===== src/rtl/multiplier_control.sv =====
// Sequencer for a shift-and-add signed multiplier. It steps the A/B/S
// register unit through N_BITS add/shift iterations, subtracting on the
// last one (the multiplier's sign bit), then holds Done until Run drops.
//
// state   | meaning
// --------+---------------------------------------------------------
// S_IDLE  | waiting for Run; operand loads pass straight through
// S_CLEAR | one-cycle clear of A, iteration counter restarts at 0
// S_ADD   | conditional add (or subtract on the last iteration) of S
// S_SHIFT | shift A:B right, advance the iteration or finish
// S_HOLD  | result valid, wait for Run to be released
module multiplier_control #(
    parameter int N_BITS = 8
) (
    input  logic                      Clk,
    input  logic                      Reset,
    input  logic                      Run,
    input  logic                      ClearA_LoadB,
    input  logic                      LoadS,
    input  logic                      M,
    output logic                      Clr_A,
    output logic                      Ld_A,
    output logic                      Ld_B,
    output logic                      Ld_S,
    output logic                      Shift_En,
    output logic                      Sub,
    output logic                      Busy,
    output logic                      Done,
    output logic [$clog2(N_BITS)-1:0] Iter
);

    localparam int IW = $clog2(N_BITS);
    localparam logic [IW-1:0] LAST_ITER = IW'(N_BITS - 1);

    typedef enum logic [2:0] {
        S_IDLE,
        S_CLEAR,
        S_ADD,
        S_SHIFT,
        S_HOLD
    } state_t;

    state_t        state_q, state_d;
    logic [IW-1:0] iter_q, iter_d;
    logic          clr_q, clr_d;
    logic          shift_q, shift_d;
    logic          busy_q, busy_d;
    logic          done_q, done_d;
    logic          idle_load;

    // Next-state and iteration logic; state-only outputs are decoded from
    // the next state so they come straight out of flops.
    always_comb begin
        state_d = state_q;
        iter_d  = iter_q;
        case (state_q)
            S_IDLE: begin
                if (Run) state_d = S_CLEAR;
            end
            S_CLEAR: begin
                iter_d  = '0;
                state_d = S_ADD;
            end
            S_ADD: begin
                state_d = S_SHIFT;
            end
            S_SHIFT: begin
                if (iter_q == LAST_ITER) begin
                    state_d = S_HOLD;
                end else begin
                    iter_d  = iter_q + 1'b1;
                    state_d = S_ADD;
                end
            end
            S_HOLD: begin
                if (!Run) state_d = S_IDLE;
            end
            default: state_d = S_IDLE;
        endcase
        clr_d   = (state_d == S_CLEAR);
        shift_d = (state_d == S_SHIFT);
        busy_d  = (state_d == S_CLEAR) || (state_d == S_ADD) || (state_d == S_SHIFT);
        done_d  = (state_d == S_HOLD);
    end

    // State, counter and registered outputs; reset aborts any multiply at once.
    always_ff @(posedge Clk or posedge Reset) begin
        if (Reset) begin
            state_q <= S_IDLE;
            iter_q  <= '0;
            clr_q   <= 1'b0;
            shift_q <= 1'b0;
            busy_q  <= 1'b0;
            done_q  <= 1'b0;
        end else begin
            state_q <= state_d;
            iter_q  <= iter_d;
            clr_q   <= clr_d;
            shift_q <= shift_d;
            busy_q  <= busy_d;
            done_q  <= done_d;
        end
    end

    // Operand loads act in the same cycle while idle; Run wins over them and
    // Reset gates them so nothing reaches the register unit during reset.
    // Ld_A/Sub must follow M combinationally: B[0] only settles after the
    // preceding shift, so a registered version would see the stale bit.
    always_comb begin
        idle_load = (state_q == S_IDLE) && !Run && !Reset;
        Ld_B      = idle_load && ClearA_LoadB;
        Ld_S      = idle_load && LoadS;
        Clr_A     = clr_q || (idle_load && ClearA_LoadB);
        Ld_A      = (state_q == S_ADD) && M;
        Sub       = (state_q == S_ADD) && M && (iter_q == LAST_ITER);
        Shift_En  = shift_q;
        Busy      = busy_q;
        Done      = done_q;
        Iter      = iter_q;
    end

endmodule


===== config.mk =====
export PLATFORM = sky130hd
export DESIGN_NAME = multiplier_control
export DESIGN_NICKNAME = d
export VERILOG_FILES = /design/src/rtl/multiplier_control.sv
export SDC_FILE = /design/constraint.sdc
export NUM_CORES = 1
export LEC_CHECK = 0
export CORE_AREA = 2 2 39 41
export CTS_CLUSTER_DIAMETER = 80
export DETAILED_ROUTE_END_ITERATION = 10
export DIE_AREA = 0 0 41 43
export PLACE_DENSITY_LB_ADDON = 0.1
export SETUP_SLACK_MARGIN = 0.3
export SYNTH_ARGS = -nofsm -noshare
export SYNTH_HDL_FRONTEND = slang
export SYNTH_SLANG_ARGS = --single-unit

===== constraint.sdc =====
create_clock -name Clk -period 3.4 [get_ports Clk]
set_input_delay 0.51 -clock Clk [delete_from_list [all_inputs] [get_ports Clk]]
set_output_delay 0.51 -clock Clk [all_outputs]
set_load 0.05 [all_outputs]

# Word level (Yosys, flattened, before mapping)
# Index checks and enable logic that the tools add are counted.
[totals] reg_bits=10 inputBits=6 output_inout_bits=11
[classes] add_sub_neg=1 eq_ne=10 mux=6 reduce_logical=14
[ops] cell="3-bit case mux with 5 select lines" count=1
[ops] cell="3-bit by 2-bit == test with 1-bit output (second input constant)" count=4
[ops] cell="3-bit 2-to-1 mux" count=4
[ops] cell="3-bit == test (second input constant)" count=3
[ops] cell="3-bit by 1-bit == test with 1-bit output (second input constant)" count=2
[ops] cell="1-bit logical AND" count=6
[ops] cell="3-bit case mux with 2 select lines" count=1
[ops] cell="3-bit by 1-bit adder with 3-bit output (second input constant)" count=1
[ops] cell="3-bit zero test" count=1
[ops] cell="1-bit logical OR" count=3
[ops] cell="1-bit zero test" count=2
[ops] cell="2-bit inequality test (second input constant)" count=1
[ops] cell="2-bit AND reduction" count=1
[ops] cell="2-bit nonzero test" count=1

# Longest topological paths before layout
[logic_depth] ltp_word=6 depth_mapped=5 mapped_depth_nobuf=5

# Least setup slack after synthesis
# No wires, ideal clock.
[synth_path] kind="register to output" from="register state_q[0]" to="output port Clr_A" arrival_ps=1576 required_time_ps=2890 setup_slack_ps=1314 path_stages_with_launch=5 n_path_buf=1 path_cell_list="dfrtp_1 buf_4 nor3_2 and3_1 or2_1"
[synth_between] elab_chain_cells=5
[synth_lines] item="start, declared" line_no="43" text="state_t state_q, state_d;"
[synth_lines] item="start signal, assigned" line_no="96" text="state_q <= state_d;"
[synth_lines] item="3-bit zero test" line_no="110" text="idle_load = (state_q == S_IDLE) && !Run && !Reset;"
[synth_lines] item="1-bit logical AND (2 in series)" line_no="110"
[synth_lines] item="1-bit logical AND"
[synth_lines] item="named net Ld_B" line_no="23" text="output logic Ld_B,"
[synth_lines] item="1-bit logical OR" line_no="113" text="Clr_A = clr_q || (idle_load && ClearA_LoadB);"
[synth_lines] item="end, declared" line_no="21" text="output logic Clr_A,"
# The timed path passes the listed nets, and every way through them passes these cells.

# Worst setup path in the final report
[layout_path] from="input port Run" to="output port Clr_A"
[layout_between] elab_chain_cells=5
[layout_lines] item="start, declared" line_no="17" text="input logic Run,"
[layout_lines] item="1-bit zero test" line_no="110"
[layout_lines] item="1-bit logical AND (2 in series)" line_no="110"
[layout_lines] item="1-bit logical AND" line_no="113"
[layout_lines] item="1-bit logical OR" line_no="113"
# Every way passes these cells.

==> out/results.ini <==
[setup_path]
path_class=input pin to output pin
cp-end-kind=output pin
crit_required_ns=2.89
r2r_start=Iter[0]$_DFFE_PP0P_
cp-start-kind=input pin
ff2ff_setup_slack_ns=1.98
worst-r2r-cell-count=5
rr_endpoint=Busy$_DFF_PP0_
crit_fanout=4
arrival_ns=2.17

[yosys]
yosysWarningCount=0
synth_top_family_by_area=simple AND/OR/NAND/NOR gates
synth_most_common_cell=dfrtp_1
syn-num-nets=53
syn_inst=45
muxShareOfSynthArea_pct=0
synth_compound_area_share_pct=11.6
synth_area_per_cell_sq_um=10.6
synth_ff_type=dfrtp_1
synthSimpleGateAreaFrac_pct=28.2
synth_area_sq_um=475
synth_edf_count=0
synth-xor-area-share_pct=0
ys_seq_elements=10
synthTopCellsByArea=dfrtp_1 (53%), o21ai_0 (6.3%), ha_1 (5.3%)
ys_seq_area_share_pct=52.6
synthAdderAreaFrac_pct=5.26
synth_top_area_cell=dfrtp_1
ys_top_cells_by_count=dfrtp_1 (10), o21ai_0 (6), nor2_1 (4)
ys_types=18
synth_top_area_share_pct=52.6
async_flop_share_pct=100

[finish]
num_antenna_cells=0
syn_to_final_growth_pct=43.9
drive_above_1_share_pct=12.5
finalNetCount=73

[sta]
skew_ns=0.00607
slew_violations=0
finalSetupViolCount=0
max_freq_ghz=0.373
fin_setup_tns_ns=0
rsz0062_at_grt=false
worst_pin_slew_ns=0.495
slew_headroom_pct=66.9
hold_violations=0
final.period_utilization_pct=78.9
fin_crit_ns=2.68

[clock_tree]
numCtsBuffers=3
clock-sinks=10
postCtsSetupRepairBufs=0
htreeDepth=1
clock-root-buffer=clkbuf_4
cts_hold_buffers=0
cts_max_path_buffers=2
cts_tree=yes
clk_pin_slew_ns=0.06
insertion_delay_ns=0.26
ctsResizeCount=0

[die]
core.rowCount=14
die_height_um=43
dieArea_sq_um=1760
io_pins=17
start_util_pct=34.4
die_w_um=41
core_area_sq_um=1380

[grt]
grt_use_total_pct=13.8
grt-ovfl-total=0
grt_max_degree=11
antenna_found_initial=0
grt_pass1_wl_um=1580
grt_pass1_vias=359

[routing]
drt_iter0_markers=1
routed_wl_um=884
viasPerCell=4.70
post-route-drc-count=0
drtPass1Iterations=2
routedWlPerCell_um=11.1
ant_nets=0
route.vias.total=376

[power_and_ir_drop]
report.power.total_uw=646
peakVddDrop_v=0.000394
powerDensity_nw_per_um2=944
leakage_nw=0.306

[worst_hold_path]
holdCritStartpoint=Iter[1]$_DFFE_PP0P_
hold_class=register to register
hold_end=Iter[1]$_DFFE_PP0P_
hold_depth=2

[placement]
gp_congestion=0.704
port_buffers=16
dp_hpwl_um=679

[run_status]
outcome=completed

[run]
drv_cap=0

area by class of cell:
type | count | area [sq um]
inverter | 1 | 3.75
tap | 16 | 20.0
sequential | 10 | 250
multi-input combinational | 33 | 214
fill | 140 | 699
timing repair buffer | 16 | 160
clock buffer | 4 | 36.3
cells in the final DEF (no fill, tap or decap):
cell type         n
nand3b_1          1
and2_4            1
dfrtp_1          10
and3_1            3
ha_1              2
and2_1            2
clkbuf_4          3
nor2_1            4
nor3_2            1
nand2b_4          1
nand2_1           3
or2_1             3
a211oi_2          1
nor3_1            1
inv_1             1
nand2b_1          2
clkbuf_8          1
o21ai_0           6
o22ai_1           2
clkdlybuf4s50_1  16
sequential cells by signal, summed over array words and instances (netlist names):
signal	cells
Iter	3
Shift_En	1
clr_q	1
Busy	1
state_q	3
Done	1
per-layer routing:
metal	vias up	GRT usage [%]	routed length (um)
li1	196	-	-
met1	171	19.4	413
met2	7	18.8	419
met3	2	3.14	38
met4	0	8.00	12
met5	-	0	0
cells by family after synthesis:
kind of cell	count (synthesis)
AOI/OAI and AO/OA	9
buffers and inverters	2
and+or+nand+nor	22
DFF	10
adders and majority gates	2
worst max-delay path: stages:
cell	delay (ns)
clkdlybuf4s50_1	0.52
nor2_1	0.07
and3_1	0.18
or2_1	0.20
clkdlybuf4s50_1	0.69
stage by stage:
step	hold slack (ns)	cell area [sq um]	worst slack (ns)	std cells	utilization [%]
floorplan	0.350	475	1.31	45	-
detailed placement	0.530	648	0.716	76	46.8
global placement	0.529	648	0.737	76	46.8
CTS	0.543	684	0.711	80	49.5
finish	0.544	684	0.718	80	49.5
global route	0.594	684	0.651	80	49.5
how the worst max path moves through the flow:
stage / startpoint / end / slack [ns] / cells after the start
final: Run / Clr_A / 0.72 / 5
after global routing: Run / Clr_A / 0.65 / 5
after CTS: Run / Clr_A / 0.71 / 5
after detailed placement: Run / Clr_A / 0.72 / 5
after global placement: Run / Clr_A / 0.74 / 5
after floorplan: state_q[0]$_DFF_PP0_ / Clr_A / 1.31 / 4
report_power, final:
part / leakage (nW) / internal (mW) / total, mW / switching [mW]
combinational: 0.164 / 0.124 / 0.328 / 0.204
sequential: 0.121 / 0.162 / 0.214 / 0.0519
clock: 0.0210 / 0.0649 / 0.104 / 0.0394
(Power assumes the default switching activity.)
